===== config.mk =====
export PLATFORM = sky130hd
export DESIGN_NAME = fft_frame_ctrl
export DESIGN_NICKNAME = d
export VERILOG_FILES = /design/src/rtl/fft_ctrl_pkg.sv /design/src/rtl/fft_frame_buf.sv /design/src/rtl/fft_frame_ctrl.sv
export SDC_FILE = /design/constraint.sdc
export NUM_CORES = 1
export LEC_CHECK = 0
export ABC_AREA = 1
export CAP_MARGIN = 15
export CORE_MARGIN = 8
export CORE_UTILIZATION = 55
export CTS_CLUSTER_SIZE = 8
export DETAILED_ROUTE_END_ITERATION = 7
export GPL_ROUTABILITY_DRIVEN = 0
export PLACE_DENSITY = 0.8
export SYNTH_ARGS = -nofsm -noshare
export SYNTH_HDL_FRONTEND = slang
export SYNTH_SLANG_ARGS = --single-unit

===== constraint.sdc =====
create_clock -name clk -period 13.73 [get_ports clk]
set_input_delay 1.373 -clock clk [delete_from_list [all_inputs] [get_ports clk]]
set_output_delay 1.373 -clock clk [all_outputs]
set_load 0.01 [all_outputs]

===== src/rtl/fft_ctrl_pkg.sv =====
// Shared definitions for the FFT frame controller: FSM state encoding and
// the index-width helper used by the controller and its frame buffer.
package fft_ctrl_pkg;

  typedef enum logic [2:0] {
    FILL      = 3'd0,
    WAIT_IDLE = 3'd1,
    LOAD      = 3'd2,
    WAIT      = 3'd3,
    UNLOAD    = 3'd4
  } ctrl_state_t;

  // Width of a sample/bin index for an n-point frame (at least one bit).
  function automatic int addr_width(input int n);
    return (n > 1) ? $clog2(n) : 1;
  endfunction

endpackage


===== src/rtl/fft_frame_buf.sv =====
// N x MSB sample store for one input frame: one synchronous write port fed
// by the input handshake, one combinational read port indexed by the loader.
module fft_frame_buf
  import fft_ctrl_pkg::*;
#(
  parameter int N   = 16,
  parameter int MSB = 16
) (
  input  logic                     clk,
  input  logic                     we,
  input  logic [addr_width(N)-1:0] waddr,
  input  logic [MSB-1:0]           wdata,
  input  logic [addr_width(N)-1:0] raddr,
  output logic [MSB-1:0]           rdata
);

  logic [MSB-1:0] mem [N];

  // Sample write; contents need no reset because every frame overwrites all N slots
  always_ff @(posedge clk) begin
    if (we) mem[waddr] <= wdata;
  end

  assign rdata = mem[raddr];

endmodule


===== src/rtl/fft_frame_ctrl.sv =====
// Frame scheduler around the FFT core: gathers N input samples, bursts them
// into the core, waits for completion and serialises the N result bins.
// Optional WAIT-state watchdog enabled with `define FFT_CTRL_TIMEOUT_EN.
module fft_frame_ctrl
  import fft_ctrl_pkg::*;
#(
  parameter int N              = 16,
  parameter int MSB            = 16,
  parameter int TIMEOUT_CYCLES = 1024
) (
  input  logic                  clk,
  input  logic                  rst,
  input  logic                  s_valid,
  input  logic [MSB-1:0]        s_data,
  output logic                  s_ready,
  output logic [MSB-1:0]        fft_data_in,
  output logic [$clog2(N)-1:0]  fft_addr,
  output logic                  fft_insert_data,
  input  logic [MSB*N-1:0]      fft_data_out,
  input  logic                  fft_busy,
  input  logic                  fft_finish,
  output logic                  m_valid,
  output logic [MSB-1:0]        m_data,
  output logic [$clog2(N)-1:0]  m_index,
  output logic                  m_last,
  input  logic                  m_ready,
  output logic                  frame_done,
  output logic                  timeout_err
);

  localparam int AW = addr_width(N);

  ctrl_state_t state, state_nxt;

  logic [AW-1:0]    wr_cnt;
  logic [AW-1:0]    ld_cnt;
  logic [AW-1:0]    rd_cnt;
  logic [MSB-1:0]   buf_rdata;
  logic [MSB*N-1:0] result_p0;

  logic             ld_vld_p0;
  logic [AW-1:0]    ld_addr_p0;
  logic [MSB-1:0]   ld_data_p0;

  logic accept;
  logic last_beat;
  logic last_load;
  logic last_bin;
  logic capture;
  logic wd_expire;

  assign accept    = s_valid & s_ready;
  assign last_beat = accept && (wr_cnt == AW'(N - 1));
  assign last_load = (state == LOAD) && (ld_cnt == AW'(N - 1));
  assign last_bin  = (state == UNLOAD) && m_ready && (rd_cnt == AW'(N - 1));
  assign capture   = (state == WAIT) && fft_finish;

  fft_frame_buf #(
    .N   (N),
    .MSB (MSB)
  ) u_buf (
    .clk   (clk),
    .we    (accept),
    .waddr (wr_cnt),
    .wdata (s_data),
    .raddr (ld_cnt),
    .rdata (buf_rdata)
  );

  // State register; reset lands in FILL, which drives nothing toward the core
  always_ff @(posedge clk or posedge rst) begin
    if (rst) state <= FILL;
    else     state <= state_nxt;
  end

  // Next-state decode and the serial bin output, a pure function of state/rd_cnt
  always_comb begin
    state_nxt = state;
    m_valid   = 1'b0;
    m_data    = '0;
    m_index   = '0;
    m_last    = 1'b0;
    case (state)
      FILL:      if (last_beat) state_nxt = WAIT_IDLE;
      WAIT_IDLE: if (!fft_busy) state_nxt = LOAD;
      LOAD:      if (last_load) state_nxt = WAIT;
      WAIT: begin
        if (capture)        state_nxt = UNLOAD;
        else if (wd_expire) state_nxt = FILL;
      end
      UNLOAD: begin
        m_valid = 1'b1;
        m_data  = result_p0[int'(rd_cnt) * MSB +: MSB];
        m_index = rd_cnt;
        m_last  = (rd_cnt == AW'(N - 1));
        if (last_bin) state_nxt = FILL;
      end
      default: state_nxt = FILL;
    endcase
  end

  // Input side: ready is registered from the next state so it drops right after the N-th beat
  always_ff @(posedge clk or posedge rst) begin
    if (rst) begin
      s_ready <= 1'b0;
      wr_cnt  <= '0;
    end else begin
      s_ready <= (state_nxt == FILL);
      if (accept) wr_cnt <= wr_cnt + 1'b1;
    end
  end

  // ---- p0: registered core load burst, one buffer word per cycle ----
  always_ff @(posedge clk or posedge rst) begin
    if (rst) begin
      ld_cnt     <= '0;
      ld_vld_p0  <= 1'b0;
      ld_addr_p0 <= '0;
      ld_data_p0 <= '0;
    end else if (state == LOAD) begin
      ld_cnt     <= ld_cnt + 1'b1;
      ld_vld_p0  <= 1'b1;
      ld_addr_p0 <= ld_cnt;
      ld_data_p0 <= buf_rdata;
    end else begin
      ld_cnt     <= '0;
      ld_vld_p0  <= 1'b0;
      ld_addr_p0 <= '0;
      ld_data_p0 <= '0;
    end
  end

  assign fft_insert_data = ld_vld_p0;
  assign fft_addr        = ld_addr_p0;
  assign fft_data_in     = ld_data_p0;

  // ---- p0: core result capture; finish strobes outside WAIT never load it ----
  always_ff @(posedge clk) begin
    if (capture) result_p0 <= fft_data_out;
  end

  // Output read pointer and the completion pulse after the last bin handshake
  always_ff @(posedge clk or posedge rst) begin
    if (rst) begin
      rd_cnt     <= '0;
      frame_done <= 1'b0;
    end else begin
      frame_done <= last_bin;
      if ((state == UNLOAD) && m_ready) rd_cnt <= rd_cnt + 1'b1;
    end
  end

`ifdef FFT_CTRL_TIMEOUT_EN
  localparam int TW = $clog2(TIMEOUT_CYCLES + 1);

  logic [TW-1:0] wd_cnt;

  assign wd_expire = (state == WAIT) && !fft_finish && (wd_cnt == TW'(TIMEOUT_CYCLES - 1));

  // Watchdog: counts WAIT cycles, flags a lost core completion and stays set until reset
  always_ff @(posedge clk or posedge rst) begin
    if (rst) begin
      wd_cnt      <= '0;
      timeout_err <= 1'b0;
    end else begin
      if (state == WAIT) wd_cnt <= wd_cnt + 1'b1;
      else               wd_cnt <= '0;
      if (wd_expire) timeout_err <= 1'b1;
    end
  end
`else
  // No watchdog: WAIT blocks until the core finishes; the flag is constant low
  assign wd_expire   = 1'b0;
  assign timeout_err = 1'b0 && (TIMEOUT_CYCLES > 0);
`endif

endmodule

==> flow_metrics.env <==
export IMPL_hold_path_startpoint="wr_cnt[2]"
export IMPL_synth_compound_gate_area_share_pct=1.01
export IMPL_pwr_density_cell_mw_per_mm2=173
export IMPL_final_worst_path_period_need_ns=5.95
export IMPL_viasPerCell=5.43
export IMPL_number_of_cells_traversed_by_the_worst_register_to_register_path=5
export IMPL_final_setup_tns_ns=0
export IMPL_drt_iter0_drc=2008
export IMPL_clock_tree_buffer_depth=3
export IMPL_finalClockSkew_ns=0.0394
export IMPL_cts_hold_fix_buffers=0
export IMPL_finalHoldViolCount=0
export IMPL_regToRegStartpoint="state[2]"
export IMPL_htree_levels=3
export IMPL_synth_net_count=2491
export IMPL_total_power_uw=5050
export IMPL_report_final_setup_viol=0
export IMPL_rsz0062_at_grt="false"
export IMPL_endpoint_kind="primary output"
export IMPL_vias_in_the_first_global_route=17500
export IMPL_post_synth_fa_ha_maj_area_fraction_pct=0.321
export IMPL_grt_ovfl_total=0
export IMPL_hold_worst_slack_ns=0.586
export IMPL_r2r_setup_slack_ns=10.58
export IMPL_place_ws_ns=8.45
export IMPL_detail_route_first_pass_iterations=8
export IMPL_routedWlPerCell_um=21.1
export IMPL_top_library_cells_by_usage_in_the_layout_fill_and_taps_aside="sky130_fd_sc_hd__nand2_1, sky130_fd_sc_hd__edfxtp_1, sky130_fd_sc_hd__clkdlybuf4s50_1"
export IMPL_largest_vdd_supply_drop_uv=131
export IMPL_area_delta_synth_final_pct=24.7
export IMPL_maxCapViolations=0
export IMPL_synth_warn=0
export IMPL_ctsResizeCount=0
export IMPL_final_critical_path_setup_slack_ns=7.78
export IMPL_final_nets=2809
export IMPL_die_h_um=222
export IMPL_worstPathArrival_ns=4.58
export IMPL_io_buffer_count=322
export IMPL_floorplan_initialDensity_pct=55.8
export IMPL_p_leak_uw=0.0121
export IMPL_worstSetupStartpointType="register"
export IMPL_synth_cell_area_mm2=0.0234
export IMPL_yosys_register_bits=550
export IMPL_latest_clock_arrival_within_the_worst_skew_pair_ns=0.61
export IMPL_ctsRootBufferMaster="sky130_fd_sc_hd__clkbuf_16"
export IMPL_r2r_end="result_p0[91]"
export IMPL_worstHoldEndpoint="wr_cnt[2]"
export IMPL_placeableCoreArea_mm2=0.0419
export IMPL_vias=17000
export IMPL_clkSinkCount=550
export IMPL_synth_lib_cells_used_distinct=27
export IMPL_final_min_period_over_clock_period_pct=43.4
export IMPL_num_io_pins=324
export IMPL_cts_inserted_buffers=78
export IMPL_synth_simple_gate_area_share_pct=20.5
export IMPL_final_max_slew_viol_count=0
export IMPL_detail_route_drc_violations=0
export IMPL_max_clock_freq_mhz=168
export IMPL_die_area_mm2=0.0494
export IMPL_layout_commonest_cell="sky130_fd_sc_hd__nand2_1"
export IMPL_wire_length_of_the_first_global_routing_pass_mm=100
export IMPL_rows=75
export IMPL_synth_top_family_by_area="simple AND/OR/NAND/NOR gates"
export IMPL_synth_xor_area_share_pct=0.224
export IMPL_grt_antenna_before_repair=8
export IMPL_min_path_type="reg -> reg"
export IMPL_postCtsSetupRepairBufs=0
export IMPL_worst_setup_hold_path_clk_slew_ns=0.05
export IMPL_outcome="complete, no violations"
export IMPL_worstMarginPinSlew_ns=1.22
export IMPL_synth_mux_area_share_pct=0
export IMPL_clock_tree_from_tritoncts="done"
export IMPL_synth_seq_area_share_pct=69.7
export IMPL_critical_path_class="reg -> out"
export IMPL_critical_path_max_fanout=92
export IMPL_grt_usage_pct=26.3
export IMPL_hold_path_cell_count=2
export IMPL_crit_path_start="rd_cnt[0]"
export IMPL_synthCells=2207
export IMPL_antenna_left=0
export IMPL_total_routed_length_mm=66.0
export IMPL_die_width_um=222
export IMPL_synthesis_area_per_instance_um2=10.6
export IMPL_timing_slew_headroom_pct=18.4
export IMPL_grt_max_degree=93
export IMPL_drive_gt1_share_pct=5.85
export IMPL_post_dp_hpwl_mm=41.8
export IMPL_worst_ep_required_time_ns=12.36
-- critical path: stages, from the launching register on --
cell and delay (ns):
sky130_fd_sc_hd__dfrtp_4 1.03, sky130_fd_sc_hd__clkinv_2 0.74, sky130_fd_sc_hd__buf_4 0.62, sky130_fd_sc_hd__nand2_1 0.18
sky130_fd_sc_hd__nand3_1 0.09, sky130_fd_sc_hd__nand2_1 0.11, sky130_fd_sc_hd__nand2_1 0.05, sky130_fd_sc_hd__nand2_1 0.10
sky130_fd_sc_hd__inv_1 0.04, sky130_fd_sc_hd__a21oi_1 0.31, sky130_fd_sc_hd__clkdlybuf4s50_1 0.64
-- cell usage after synthesis --
cell                       instances  area [um2]
sky130_fd_sc_hd__a21oi_1          21         105
sky130_fd_sc_hd__a21oi_2          12         105
sky130_fd_sc_hd__buf_1             6        22.5
sky130_fd_sc_hd__buf_12            1        20.0
sky130_fd_sc_hd__buf_2            54         270
sky130_fd_sc_hd__buf_4             5        37.5
sky130_fd_sc_hd__buf_6            25         282
sky130_fd_sc_hd__clkbuf_1         16        60.1
sky130_fd_sc_hd__clkinv_1          3        11.3
sky130_fd_sc_hd__conb_1            1        3.75
sky130_fd_sc_hd__dfrtp_1          38         951
sky130_fd_sc_hd__edfxtp_1        512       15400
sky130_fd_sc_hd__ha_1              6        75.1
sky130_fd_sc_hd__inv_1           321        1200
sky130_fd_sc_hd__inv_2             3        11.3
sky130_fd_sc_hd__inv_4             1        6.26
sky130_fd_sc_hd__nand2_1         834        3130
sky130_fd_sc_hd__nand3_1         294        1470
sky130_fd_sc_hd__nand3_2           2        20.0
sky130_fd_sc_hd__nand4_1           4        25.0
sky130_fd_sc_hd__nor2_1           34         128
sky130_fd_sc_hd__nor2_2            1        6.26
sky130_fd_sc_hd__nor3_2            1        10.0
sky130_fd_sc_hd__nor3b_1           1        7.51
sky130_fd_sc_hd__o21ai_0           4        20.0
sky130_fd_sc_hd__o22ai_1           1        6.26
sky130_fd_sc_hd__xor2_1            6        52.6
-- report_power, final --
group / internal [uW] / total (uW) / switching, uW
logic: 386 / 1200 / 813
registers: 1950 / 2060 / 117
clock network: 1070 / 1780 / 710
-- state kept, by name (all words and copies together) (netlist names) --
register,cells
fft_addr,4
fft_data_in,16
fft_insert_data,1
frame_done,1
ld_cnt,4
rd_cnt,4
result_p0,256
s_ready,1
state,3
u_buf.mem,256
wr_cnt,4
-- logic make-up (layout without fill, tap and decap cells) --
kind of cell | Yosys count | after routing
buffers and inverters | 435 | 811
flip-flops | 550 | 550
other | 1 | 8
XOR/XNOR | 6 | 6
adder cells (fa/ha/maj) | 6 | 6
AO/OA/AOI/OAI | 38 | 38
AND/OR/NAND/NOR | 1171 | 1171
-- layer usage --
layer,up-vias,track usage (%),wire (um)
met5,-,0,32
met4,4,14.4,3080
met3,164,6.27,6660
met2,1048,44.5,32800
met1,7991,30.9,23500
li1,7779,-,-
-- per-stage QoR --
| stage | area [um2] | util [%] | instances |
|---|---|---|---|
| after floorplan | 23400 | - | 2207 |
| after global placement | 26800 | 64.0 | 2982 |
| after detailed placement | 26800 | 64.0 | 2982 |
| after CTS | 29100 | 69.5 | 3120 |
| after global routing | 29200 | 69.6 | 3127 |
| final | 29200 | 69.6 | 3129 |
-- how the worst max path moves through the flow --
stage | to | cells after the start
6_report | m_data[0] | 10
5_1_grt | m_data[0] | 10
4_1_cts | m_data[0] | 10
3_5_place_dp | m_data[0] | 10
3_3_place_gp | m_data[0] | 10
2_1_floorplan | result_p0[0] | 2
-- final cells by class --
| type | instances | area [um2] |
|---|---|---|
| Sequential cell | 550 | 16300 |
| Fill cell | 2740 | 12800 |
| Multi-Input combinational cell | 1222 | 5210 |
| Timing Repair Buffer | 345 | 3410 |
| Clock buffer | 131 | 2160 |
| Inverter | 328 | 1230 |
| Tap cell | 539 | 674 |
| Clock inverter | 7 | 145 |
| Antenna cell | 7 | 17.5 |
(Power assumes the default switching activity.)
